**config.mk**
```make
export PLATFORM = sky130hd
export DESIGN_NAME = cordic_sqrt_feeder
export DESIGN_NICKNAME = d
export VERILOG_FILES = /design/src/rtl/cordic_sqrt_feeder.sv
export SDC_FILE = /design/constraint.sdc
export NUM_CORES = 1
export LEC_CHECK = 0
export CAP_MARGIN = 20
export CORE_ASPECT_RATIO = 0.6
export CORE_MARGIN = 5
export CORE_UTILIZATION = 40
export CTS_CLUSTER_SIZE = 12
export DETAILED_ROUTE_END_ITERATION = 7
export HOLD_SLACK_MARGIN = 0.02
export PLACE_DENSITY = 0.7
export SETUP_SLACK_MARGIN = 0.15
export SYNTH_ARGS = -nofsm -noshare
export SYNTH_HDL_FRONTEND = slang
export SYNTH_SLANG_ARGS = --single-unit
```
**constraint.sdc**
```tcl
create_clock -name clk -period 2.7 [get_ports clk]
set_clock_uncertainty 0.05 [all_clocks]
set_input_delay 0.54 -clock clk [delete_from_list [all_inputs] [get_ports clk]]
set_output_delay 0.54 -clock clk [all_outputs]
set_load 0.05 [all_outputs]
```
**src/rtl/cordic_sqrt_feeder.sv**
```systemverilog
// Request scheduler in front of cordic_sqrt_ex: buffers radicands in a FIFO, issues them one at
// a time through the core handshake, returns roots in order and flags requests the core drops.
module cordic_sqrt_feeder #(
   parameter int unsigned DEPTH   = 4,
   parameter int unsigned TIMEOUT = 64
) (
   input  logic                     clk,
   input  logic                     rst_n,
   input  logic                     in_vld,
   input  logic [31:0]              in_data,
   output logic                     in_rdy,
   input  logic [4:0]               cfg_iter,
   output logic                     out_vld,
   output logic [15:0]              out_data,
   input  logic                     out_rdy,
   output logic [31:0]              core_din,
   output logic [4:0]               core_iter,
   output logic                     core_start,
   output logic                     core_vldin,
   input  logic [15:0]              core_dout,
   input  logic                     core_ready,
   input  logic                     core_busy,
   output logic [$clog2(DEPTH):0]   fifo_level,
   output logic                     err_timeout
);

   localparam int unsigned AW = $clog2(DEPTH);
   localparam int unsigned LW = AW + 1;
   localparam int unsigned WW = $clog2(TIMEOUT) + 1;
   localparam logic [LW-1:0] LVL_FULL = LW'(DEPTH);
   localparam logic [WW-1:0] WD_LAST  = WW'(TIMEOUT - 1);

   typedef enum logic [1:0] {
      S_IDLE,
      S_ISSUE,
      S_WAIT,
      S_HOLD
   } state_t;

   state_t state_q, state_d;

   logic [31:0]   mem_q [DEPTH];
   logic [AW-1:0] wr_ptr_q, wr_ptr_d;
   logic [AW-1:0] rd_ptr_q, rd_ptr_d;
   logic [LW-1:0] cnt_q, cnt_d;

   logic [WW-1:0] wd_q, wd_d;
   logic [WW-1:0] wd_inc;

   logic [31:0]   core_din_q, core_din_d;
   logic [4:0]    core_iter_q, core_iter_d;
   logic          core_start_q, core_start_d;
   logic          out_vld_q, out_vld_d;
   logic [15:0]   out_data_q, out_data_d;
   logic          err_q, err_d;

   logic          full;
   logic          empty;
   logic          push;
   logic          pop;
   logic          issue_go;
   logic          wd_expire;

   assign full      = (cnt_q == LVL_FULL);
   assign empty     = (cnt_q == '0);
   assign push      = in_vld && !full;
   assign pop       = (state_q == S_ISSUE);
   assign wd_inc    = wd_q + 1'b1;
   assign wd_expire = (wd_inc == WD_LAST);
   assign issue_go  = (state_q == S_IDLE) && (state_d == S_ISSUE);

   // State register and all registered outputs
   always_ff @(posedge clk or negedge rst_n) begin
      if (!rst_n) begin
         state_q      <= S_IDLE;
         wr_ptr_q     <= '0;
         rd_ptr_q     <= '0;
         cnt_q        <= '0;
         wd_q         <= '0;
         core_din_q   <= '0;
         core_iter_q  <= '0;
         core_start_q <= 1'b0;
         out_vld_q    <= 1'b0;
         out_data_q   <= '0;
         err_q        <= 1'b0;
      end else begin
         state_q      <= state_d;
         wr_ptr_q     <= wr_ptr_d;
         rd_ptr_q     <= rd_ptr_d;
         cnt_q        <= cnt_d;
         wd_q         <= wd_d;
         core_din_q   <= core_din_d;
         core_iter_q  <= core_iter_d;
         core_start_q <= core_start_d;
         out_vld_q    <= out_vld_d;
         out_data_q   <= out_data_d;
         err_q        <= err_d;
      end
   end

   // Storage needs no reset: the pointers alone define what is valid
   always_ff @(posedge clk) begin
      if (push) begin
         mem_q[wr_ptr_q] <= in_data;
      end
   end

   always_comb begin
      state_d = state_q;
      unique case (state_q)
         S_IDLE: begin
            if (!empty && !core_busy) begin
               state_d = S_ISSUE;
            end
         end
         S_ISSUE: begin
            state_d = S_WAIT;
         end
         S_WAIT: begin
            if (core_ready) begin
               state_d = S_HOLD;
            end else if (wd_expire) begin
               state_d = S_IDLE;
            end
         end
         S_HOLD: begin
            if (out_rdy) begin
               state_d = S_IDLE;
            end
         end
         default: state_d = S_IDLE;
      endcase
   end

   always_comb begin
      wr_ptr_d     = wr_ptr_q;
      rd_ptr_d     = rd_ptr_q;
      cnt_d        = cnt_q;
      wd_d         = wd_q;
      core_din_d   = core_din_q;
      core_iter_d  = core_iter_q;
      out_vld_d    = out_vld_q;
      out_data_d   = out_data_q;
      err_d        = 1'b0;
      // start/vldin register mirrors the next state so the pulse coincides with ISSUE
      core_start_d = (state_d == S_ISSUE);

      if (push) begin
         wr_ptr_d = wr_ptr_q + 1'b1;
      end
      if (pop) begin
         rd_ptr_d = rd_ptr_q + 1'b1;
      end
      unique case ({push, pop})
         2'b10:   cnt_d = cnt_q + 1'b1;
         2'b01:   cnt_d = cnt_q - 1'b1;
         default: cnt_d = cnt_q;
      endcase

      if (issue_go) begin
         core_din_d  = mem_q[rd_ptr_q];
         core_iter_d = cfg_iter;
      end

      unique case (state_q)
         S_ISSUE: begin
            wd_d = '0;
         end
         S_WAIT: begin
            if (core_ready) begin
               out_vld_d  = 1'b1;
               out_data_d = core_dout;
            end else begin
               wd_d  = wd_inc;
               err_d = wd_expire;
            end
         end
         S_HOLD: begin
            if (out_rdy) begin
               out_vld_d = 1'b0;
            end
         end
         default: ;
      endcase
   end

   assign in_rdy      = !full;
   assign fifo_level  = cnt_q;
   assign core_din    = core_din_q;
   assign core_iter   = core_iter_q;
   assign core_start  = core_start_q;
   assign core_vldin  = core_start_q;
   assign out_vld     = out_vld_q;
   assign out_data    = out_data_q;
   assign err_timeout = err_q;

endmodule

```
==> results.md, run 1 <==
* Fin crit period at 2.28 ns
* Post-synthesis net count at 467
* Detailed-routing wirelength on met1 at 7210 µm
* Number of fill cells in the layout at 1530
* Total global-route track usage at 0.142
* Average wire per standard cell at 19.1 µm
* Unrepaired setup endpoints after global routing: false
* Setup total negative slack at 0 ns
* Achievable Freq at 0.439 GHz
* Final period utilization at 0.844
* Wire length of the first global-routing pass at 24200 µm
* Worst path buffer plus inverter count at 1
* Remaining design rule violation count at 0
* Met3 wire len at 812 µm
* Post-DP HPWL at 9750 µm
* Largest net degree at the start of global routing at 44
* Iteration-0 DRC Markers at 213
* Fin. Hold Viols at 0
* Die X at 190 µm
* Topmost layer with routed signal wires: met4
* Area added between synthesis and finish at 27.2%
* Peak ir drop on the vdd network at 0.000614 V
* Synth Area per Inst at 19.5 µm²
* Minimum setup slack after placement at 0.272 ns
* Detailed-router iteration count before antenna repair at 4
* Run status: complete, no violations
* Clk_lat worst skew at 0.43 ns
* Number of buffer cells added on primary ports at 119
* CP Capture Type: primary output
* Critical-path cell list: clkdlybuf4s50_1
* Via density at 4.92
* Flop and latch count out of synthesis at 200
* Cell with the largest stage delay on the worst path: sky130_fd_sc_hd__clkdlybuf4s50_1
* Row count at 39
* Setup-violating endpoint count in the final report at 0
* Sort of element at the start of the critical path: flop
* Vias after detailed routing at 3982
* Total met2 wirelength after detailed routing at 7250 µm
* Critical path start-end classification: flop to primary output
* Share of the yosys chip area belonging to registers at 0.724
* Synth warn at 0
* Remaining number of nets flagged by the antenna check after routing at 0
* Total CTS buffers at 17
* Clock Tree Buf Depth at 2
* Max-capacitance violation count at 0
* Pwr per Cell Area at 1220 mW/mm²
* Die Y at 118 µm
* Antenna violations before repair at 0
* Fraction of synthesis flops using an asynchronous set or reset pin at 0.360
* Clock Sink Count at 200
* Mapped cell area at 0.00780 mm²
* Endpoint arrival time on the critical path at 1.69 ns
* Clock slew at reported path FFs at 0.08 ns
* EDFF count, synth at 128
* Count of inserted antenna diode cells at 0
* Smallest hold slack at 0.0512 ns
* Highest cell delay on the worst timing path at 0.84 ns
* Top cell family by delay on the critical path: buffers and inverters
* Number of buffers inserted by hold repair at cts at 0
* CP required at 2.11 ns
* TritonCTS clock tree: built
* Total detailed-routing wirelength at 15400 µm
* Setup slack after layout at 0.422 ns
* Total number of H-tree levels at 4
* Share of cells above drive strength 1 at 0.260
* Count of different cell masters after synthesis at 45
* Number of max-slew violations in the final report at 0
* Maximum fanout encountered on the critical timing path at 4
* Gate count after technology mapping at 400
* Placeable core region at 0.0191 mm²
* Top_reg_cell synth: sky130_fd_sc_hd__edfxtp_1
* Overflow after GRT at 0
* Clock root buffer: sky130_fd_sc_hd__clkbuf_16
* Initial core utilization at 0.409
* Total I/O pin count at 120
* Finished Cell Area at 0.00992 mm²
* Die Area at 0.0225 mm²
* Hold WC Path Type: input pin to asynchronous set/reset pin
* Worst-Margin Slew at 0.621 ns
* Static leakage power at 3.58 nW
* Number of nets in the layout at 597
* Final weighted congestion of routability-driven global placement at 0.780
* Relative slew margins at 0.586
* Number of global-route vias before repair at 4223
* Placed Instance Area at 0.00933 mm²
Yosys cell counts, types with 4 or more instances:
cell | count | share of area
sky130_fd_sc_hd__and3_1 | 4 | 0.0032
sky130_fd_sc_hd__buf_2 | 4 | 0.0026
sky130_fd_sc_hd__buf_6 | 6 | 0.0087
sky130_fd_sc_hd__clkbuf_1 | 4 | 0.0019
sky130_fd_sc_hd__dfrtp_1 | 72 | 0.23
sky130_fd_sc_hd__edfxtp_1 | 128 | 0.49
sky130_fd_sc_hd__ha_1 | 7 | 0.011
sky130_fd_sc_hd__inv_1 | 7 | 0.0034
sky130_fd_sc_hd__mux2_2 | 53 | 0.077
sky130_fd_sc_hd__mux2i_1 | 8 | 0.010
sky130_fd_sc_hd__mux4_2 | 32 | 0.092
sky130_fd_sc_hd__nand2_1 | 10 | 0.0048
sky130_fd_sc_hd__nor2_1 | 5 | 0.0024
sky130_fd_sc_hd__nor3_1 | 4 | 0.0026
sky130_fd_sc_hd__o21ai_0 | 11 | 0.0071
sky130_fd_sc_hd__xor2_1 | 4 | 0.0045
what timing repair did:
action	in CTS	in global routing
endpoints found under the setup margin	0	1
setup buffers	0	0
resized for setup	0	1
metal layers:
layer / track usage / vias to the layer above
li1: - / 1817
met1: 0.198 / 2054
met2: 0.223 / 99
met3: 0.0336 / 12
met4: 0.0444 / 0
met5: 0 / -
final timing paths:
| path | startpoint | to | slack (ns) | cells after the start |
|---|---|---|---|---|
| setup / recovery | fifo_level[2]$_DFFE_PN0P_ | fifo_level[2] | 0.42 | 1 |
| hold / removal | rst_n | core_iter[4]$_DFFE_PN0P_ | 0.05 | 1 |
| setup reg to reg | fifo_level[0]$_DFFE_PN0P_ | fifo_level[2]$_DFFE_PN0P_ | 0.58 | 10 |
| hold reg to reg | core_iter[1]$_DFFE_PN0P_ | core_iter[1]$_DFFE_PN0P_ | 0.45 | 1 |
| max in group asynchronous | rst_n | out_data[15]$_DFFE_PN0P_ | 1.81 | 2 |
| min in group clk | core_iter[1]$_DFFE_PN0P_ | core_iter[1]$_DFFE_PN0P_ | 0.45 | 1 |
registers in the layout, summed over array words and instances (netlist names):
signal       cells
out_data        16
wr_ptr_q         2
core_iter        5
core_start       1
rd_ptr_q         2
out_vld          1
err_timeout      1
state_q          2
wd_q             7
core_din        32
mem_q          128
fifo_level       3
placed cells by master, fill, tap and decap left out, drive strengths merged, types with 2 or more instances in the layout:
cell type,n
nand2,10
nor3,4
buf,13
mux2,54
xnor2,3
nand3b,3
edfxtp,128
nor2,5
inv,12
mux2i,8
clkdlybuf4s50,117
nand3,4
o311ai,2
and3,4
dfrtp,72
xor2,4
ha,7
nor4,3
o211ai,2
a21oi,2
clkinv,8
o21ai,11
mux4,32
clkbuf,19
cells by family (layout without fill, tap and decap cells):
family / Yosys count / after routing / synth area share
AOI/OAI and AO/OA: 20 / 20 / 0.0151
xor gates and xnor gates: 7 / 7 / 0.00786
adders and majority gates: 8 / 8 / 0.0138
buffers and inverters: 27 / 170 / 0.0257
DFF: 200 / 200 / 0.724
muxes: 94 / 94 / 0.181
and+or+nand+nor: 44 / 44 / 0.0332
final cells by class:
cell class | count | area (µm²) | area share
tap | 266 | 333 | 0.0335
clock buffer | 19 | 454 | 0.0458
inverter | 7 | 26.3 | 0.00265
clock inverter | 13 | 131 | 0.0132
multi-input combinational | 173 | 1970 | 0.199
timing repair buffer | 131 | 1360 | 0.137
sequential | 200 | 5650 | 0.569
stage by stage:
step	power (mW)	utilization	instances
2_1_floorplan	8.10	-	400
3_3_place_gp	9.63	0.489	777
3_5_place_dp	9.77	0.489	777
4_1_cts	12.3	0.520	809
5_1_grt	12.7	0.520	809
6_report	12.1	0.520	809
power by group:
group | switching [mW] | total [mW] | internal, mW | leakage, nW
combinational | 2.93 | 4.97 | 2.04 | 1.26
clock | 1.19 | 2.47 | 1.28 | 0.287
sequential | 0.450 | 4.66 | 4.21 | 2.04
total | 4.56 | 12.1 | 7.53 | 3.58
Note: power is estimated with default switching activity, not from simulation.
==> inputs of run 2 (changes only) <==
--- a/config.mk
+++ b/config.mk
@@ -12,7 +12,7 @@
 export CTS_CLUSTER_SIZE = 12
 export DETAILED_ROUTE_END_ITERATION = 7
 export HOLD_SLACK_MARGIN = 0.02
-export PLACE_DENSITY = 0.7
+export PLACE_DENSITY = 0.73
 export SETUP_SLACK_MARGIN = 0.15
 export SYNTH_ARGS = -nofsm -noshare
 export SYNTH_HDL_FRONTEND = slang
==> constraint.sdc (replaced) <==
create_clock -name clk -period 2.04 [get_ports clk]
set_clock_uncertainty 0.05 [all_clocks]
set_input_delay 0.408 -clock clk [delete_from_list [all_inputs] [get_ports clk]]
set_output_delay 0.408 -clock clk [all_outputs]
set_load 0.05 [all_outputs]
==> results.md, run 2 (synthesis results as in run 1) <==
* Run status: complete, no violations (unchanged)
* Number of global-route vias before repair at 4384 (was 4223)
* Wire length of the first global-routing pass at 24800 µm (was 24200 µm)
* Iteration-0 DRC Markers at 303 (was 213)
* Reg2reg setup slack at 0.24 ns (was 0.58 ns)
* Flip-flop count of the largest register, all copies and words added at 128 (unchanged)
* Die X at 190 µm (unchanged)
* Total global-route track usage at 0.143 (was 0.142)
* Share of total power in sequential cells at 0.384 (was 0.385)
* Maximum fanout encountered on the critical timing path at 2 (was 4)
* Largest net degree at the start of global routing at 40 (was 44)
* Final period utilization at 0.903
* Setup-violating endpoint count in the final report at 0 (unchanged)
* Relative contribution of combinational cells to total power at 0.405 (was 0.411)
* Initial core utilization at 0.409 (unchanged)
* Most flops, register: mem_q (unchanged)
* Clock slew at reported path FFs at 0.07 ns (was 0.08 ns)
* Cell with the largest stage delay on the worst path: sky130_fd_sc_hd__dlygate4sd2_1 (was sky130_fd_sc_hd__clkdlybuf4s50_1)
* Count of inserted antenna diode cells at 0 (unchanged)
* Area taken by flip-flops and latches at 0.00565 mm² (about the same)
* Number of fill cells in the layout at 1533 (was 1530)
* Detailed-router iteration count before antenna repair at 4 (unchanged)
* Remaining design rule violation count at 0 (unchanged)
* Placeable core region at 0.0191 mm² (unchanged)
* Total detailed-routing wirelength at 15700 µm (was 15400 µm)
* Critical path start-end classification: flop to primary output (unchanged)
* Worst path buffer plus inverter count at 1 (unchanged)
* Share of cells above drive strength 1 at 0.316 (was 0.260)
* Net switching component of the power at 6.00 mW (was 4.56 mW)
* Max-capacitance violation count at 0 (unchanged)
* Post-DP HPWL at 10300 µm (was 9750 µm)
* Total number of H-tree levels at 4 (unchanged)
* Total I/O pin count at 120 (unchanged)
* Hold WC Path Type: input pin to asynchronous set/reset pin (unchanged)
* Row count at 39 (unchanged)
* Placed Instance Area at 0.00952 mm² (was 0.00933 mm²)
* Relative slew margins at 0.655 (was 0.586)
* Reg-to-reg critical path endpoint: fifo_level[2]$_DFFE_PN0P_ (unchanged)
* Worst Reg2Reg Path Length in Cells at 10 (unchanged)
* Vias after detailed routing at 4100 (was 3982)
* Pwr per Cell Area at 1590 mW/mm² (was 1220 mW/mm²)
* Number of max-slew violations in the final report at 0 (unchanged)
* Antenna violations before repair at 0 (unchanged)
* Average wire per standard cell at 19.0 µm (was 19.1 µm)
* Sort of element at the start of the critical path: flop (unchanged)
* Number of buffer cells added on primary ports at 119 (unchanged)
* TritonCTS clock tree: built (unchanged)
* Worst flop-to-flop path startpoint: fifo_level[1]$_DFFE_PN0P_ (was fifo_level[0]$_DFFE_PN0P_)
* Finished Cell Area at 0.0101 mm² (was 0.00992 mm²)
* Clock share of power at 0.211 (was 0.204)
* Total CTS buffers at 17 (unchanged)
* Unrepaired setup endpoints after global routing: false (unchanged)
* Clock root buffer: sky130_fd_sc_hd__clkbuf_16 (unchanged)
* Fin crit period at 1.84 ns
* Highest cell delay on the worst timing path at 0.55 ns (was 0.84 ns)
* Achievable Freq at 0.543 GHz
* Final weighted congestion of routability-driven global placement at 0.771 (was 0.780)
* Remaining number of nets flagged by the antenna check after routing at 0 (unchanged)
* Area added between synthesis and finish at 29.3% (was 27.2%)
* Fin. Hold Viols at 0 (unchanged)
* Area taken by multi-input logic gates at 0.00200 mm² (was 0.00197 mm²)
* Die Area at 0.0225 mm² (unchanged)
* Peak ir drop on the vdd network at 0.000772 V (was 0.000614 V)
* Number of nets in the layout at 614 (was 597)
* CP required at 1.58 ns (was 2.11 ns)
* CP Capture Type: primary output (unchanged)
* Switching portion of total power at 0.375 (was 0.377)
* Int Power at 10.0 mW (was 7.53 mW)
* Worst-Margin Slew at 0.519 ns (was 0.621 ns)
* Top cell family by delay on the critical path: buffers and inverters (unchanged)
* Critical-path cell list: dlygate4sd2_1 (was clkdlybuf4s50_1)
* Clock Tree Buf Depth at 2 (unchanged)
* Total design power at 16.0 mW (was 12.1 mW)
* Clock Sink Count at 200 (unchanged)
* Clk_lat worst skew at 0.43 ns (about the same)
* Leading cell type in the layout, fill and taps excluded: sky130_fd_sc_hd__edfxtp_1 (unchanged)
* Overflow after GRT at 0 (unchanged)
* Die Y at 118 µm (unchanged)
* Commonest cells after routing, fill and taps aside: sky130_fd_sc_hd__edfxtp_1, sky130_fd_sc_hd__dfrtp_1, sky130_fd_sc_hd__clkdlybuf4s50_1 (was sky130_fd_sc_hd__edfxtp_1, sky130_fd_sc_hd__clkdlybuf4s50_1, sky130_fd_sc_hd__dfrtp_1)
* Static leakage power at 3.78 nW (was 3.58 nW)
* Via density at 4.96 (was 4.92)
* Endpoint arrival time on the critical path at 1.38 ns (was 1.69 ns)
run 2: cell types whose count changed in the layout (fill, tap and decap cells not counted), sizes merged, moves of 3 or more:
cell,change
dlygate4sd2,+52
buf,+25
inv,-3
clkdlybuf4s50,-60
run 2: worst max-delay path by stage:
stage,start,to,slack [ns],depth (start not counted)
2_1_floorplan,fifo_level[0]$_DFFE_PN0P_,fifo_level[2]$_DFFE_PN0P_,-0.10,10
3_3_place_gp,in_vld,fifo_level[2]$_DFFE_PN0P_,-0.08,9
3_5_place_dp,in_vld,fifo_level[2]$_DFFE_PN0P_,-0.09,9
4_1_cts,fifo_level[1]$_DFFE_PN0P_,fifo_level[2]$_DFFE_PN0P_,0.17,10
5_1_grt,core_din[22]$_DFFE_PN0P_,core_din[22],0.15,1
6_report,core_din[22]$_DFFE_PN0P_,core_din[22],0.20,1
run 2: area by class of cell:
cell class	instances	area share
clock buffers	20	0.0453
clock inverters	12	0.0143
inverters	7	0.00310
multi-input cells	173	0.198
flip-flops and latches	200	0.560
well taps	266	0.0330
repair buffers	148	0.146
run 2: power groups by stage:
| stage | combinational, mW | sequential (mW) | clock (mW) |
|---|---|---|---|
| 4_1_cts | 6.59 | 6.16 | 3.46 |
| 6_report | 6.49 | 6.15 | 3.38 |
| 2_1_floorplan | 2.64 | 8.13 | 0 |
| 3_3_place_gp | 6.80 | 6.19 | 0 |
| 5_1_grt | 6.90 | 6.27 | 3.64 |
| 3_5_place_dp | 6.92 | 6.25 | 0 |
run 2: stage by stage:
stage | cells | TNS, ns | worst slack [ns] | hold slack, ns | utilization
6_report | 826 | 0 | 0.198 | 0.406 | 0.529
5_1_grt | 826 | 0 | 0.151 | 0.436 | 0.529
4_1_cts | 824 | 0 | 0.166 | 0.410 | 0.528
3_5_place_dp | 791 | -1.51 | -0.0936 | 0.327 | 0.499
3_3_place_gp | 791 | -0.0832 | -0.0832 | 0.320 | 0.499
2_1_floorplan | 400 | -0.103 | -0.103 | 0.0624 | -
run 2: repair_timing:
action                                  4_1_cts  5_1_grt
endpoints found under the hold margin        25        0
resized for setup                            52        3
hold buffers                                  1        0
pin swaps                                     0        2
endpoints found under the setup margin       52        2
setup buffers                                 0        2
run 2: metal layers:
| layer | up-vias | wire length, µm | global-route usage |
|---|---|---|---|
| met5 | - | 0 | 0 |
| met3 | 12 | 823 | 0.0415 |
| met4 | 0 | 118 | 0.0390 |
| li1 | 1850 | - | - |
| met2 | 109 | 7490 | 0.219 |
| met1 | 2129 | 7220 | 0.204 |
==> patch: new RTL, config.mk and constraints of run 1 <==
Change the parameter `DEPTH` from 4 to 2.
--- a/src/rtl/cordic_sqrt_feeder.sv
+++ b/src/rtl/cordic_sqrt_feeder.sv
@@ -1,7 +1,7 @@
 // Request scheduler in front of cordic_sqrt_ex: buffers radicands in a FIFO, issues them one at
 // a time through the core handshake, returns roots in order and flags requests the core drops.
 module cordic_sqrt_feeder #(
-   parameter int unsigned DEPTH   = 4,
+   parameter int unsigned DEPTH   = 2,
    parameter int unsigned TIMEOUT = 64
 ) (
    input  logic                     clk,
Interface: changed (resized fifo_level); port bits go from 120 to 119. No check against the original RTL was run, so the function may have changed too.
==> patch against run 1 <==
- core utilization grew 3.7 points
- clock power shrank 8%
- sequential share of layout area shrank 5.4 points
- setup slack lost 0.14 ns
- first-iteration DRC count shrank 8.0%
- hold slack gained 0.14 ns
- total power shrank 21%
- routed wire length shrank 33%
- sequential power shrank 27%
- area after synthesis shrank 34%
- final area shrank 29%
- sequential cell count shrank 67
- die area shrank 32%
- count of clock-buffer cells in the layout is the same
- highest routed layer unchanged
==> patch: results (changes against run 1) <==
* Status: complete, no violations
* Routed WL at 10.27 mm (-33%)
* Gate Count Post-Synth at 347 (-13%)
* Detailed Route Iter0 Violations at 196 (-8.0%)
* DP Area at 6490 um^2 (-30%)
* Max FO, Critical Path at 5 (+1)
* Max stage delay on crit path at 0.82 ns (-0.02 ns)
* Register area share after synthesis at 0.7069 (-0.01686)
* Grt met2 use at 0.2022 (-0.02035)
* Tot GR Track Use at 0.1375 (-0.004148)
* CP Data Arrival Time at 1.83 ns (+0.14 ns)
* Synth cell types at 41 (-8.9%)
* Max reg flops at 64 (-50%)
* Met1 GRT Util at 0.1836 (-0.01458)
* Clk slew on worst S/H paths at 0.05 ns (-0.03 ns)
* Nets at 532 (-11%)
* Pre-antenna DRT Iters at 5 (+1)
* Final-layout fill cell count at 988 (-35%)
* Top post-synthesis cells by area: edfxtp_1 (37%), dfrtp_1 (33%), mux2i_1 (7.6%), mux2_2 (4.6%), a21oi_1 (3.3%)
* Mapped Nets at 409 (-12%)
* Clk_lat worst skew at 0.40 ns (-0.03 ns)
* Layout cell share with drive strength beyond 1 at 0.1346 (-0.1251)
* Transition time of the tightest slew-check pin at 0.8846 ns (+0.2633 ns)
* Reg-to-reg setup timing slack at 0.66 ns (+0.08 ns)
* Sw Pwr at 3.758 mW (-18%)
* First-pass GRT wire length at 16.30 mm (-33%)
* RR Endpoint: out_data[8]
* HPWL Detailed at 6.825 mm (-30%)
* Routed vias/inst at 4.812 (-2.2%)
* R2R depth at 2 (-8)
* Ys async rst share at 0.5188 (+0.1588)
* Dpl cells at 621 (-20%)
patch: cell families after synthesis:
kind of cell / count (synthesis) / synth area share
simple gates: 73 / 0.07103
buf+inv: 20 / 0.02933
xor+xnor: 6 / 0.01018
fa+ha+maj: 3 / 0.007274
mux: 60 / 0.1215
compound gates: 52 / 0.05382
flops: 133 / 0.7069
patch: worst max path at each step:
stage | start | endpoint | slack (ns) | cells after the start
after global routing | fifo_level[0] | in_rdy | 0.20 | 2
after global placement | core_ready | out_data[11] | 0.48 | 3
after detailed placement | core_ready | out_data[8] | 0.41 | 3
after floorplan | fifo_level[0] | mem_q[0][0] | 0.28 | 3
after CTS | fifo_level[0] | in_rdy | 0.24 | 2
final | fifo_level[0] | in_rdy | 0.28 | 2
patch: metrics by stage:
stage | power (mW) | setup slack, ns
floorplan | 6.004 | 0.2805
global placement | 7.269 | 0.4774
detailed placement | 7.343 | 0.4114
CTS | 9.673 | 0.2388
global route | 10.02 | 0.1992
finish | 9.548 | 0.2774
patch: power groups by stage:
| stage | logic [mW] | registers (mW) | clock network [mW] |
|---|---|---|---|
| final | 3.87 | 3.40 | 2.28 |
| after floorplan | 1.30 | 4.71 | 0 |
| after global placement | 3.85 | 3.42 | 0 |
| after global routing | 4.08 | 3.50 | 2.44 |
| after detailed placement | 3.90 | 3.44 | 0 |
| after CTS | 3.91 | 3.41 | 2.35 |
patch: per-layer routing:
metal	wire, um	vias to the layer above
met1	4818	1489
met4	161	0
li1	-	1513
met3	828	12
met2	4465	128
met5	0	-
patch: area by class of cell:
| type | count | area [um^2] | area share |
|---|---|---|---|
| sequential | 133 | 3650 | 0.5148 |
| clock inverter | 13 | 156.4 | 0.02206 |
| tap | 170 | 212.7 | 0.03000 |
| timing repair buffer | 123 | 1254 | 0.1768 |
| inverter | 1 | 3.754 | 0.0005295 |
| multi-input combinational | 194 | 1370 | 0.1933 |
| clock buffer | 19 | 442.9 | 0.06248 |
patch: worst max-delay path, delay by kind of cell (launching register included):
| family | cells | cell delay, ns |
|---|---|---|
| and+or+nand+nor | 1 | 0.18 |
| DFF | 1 | 0.43 |
| buffers and inverters | 1 | 0.82 |
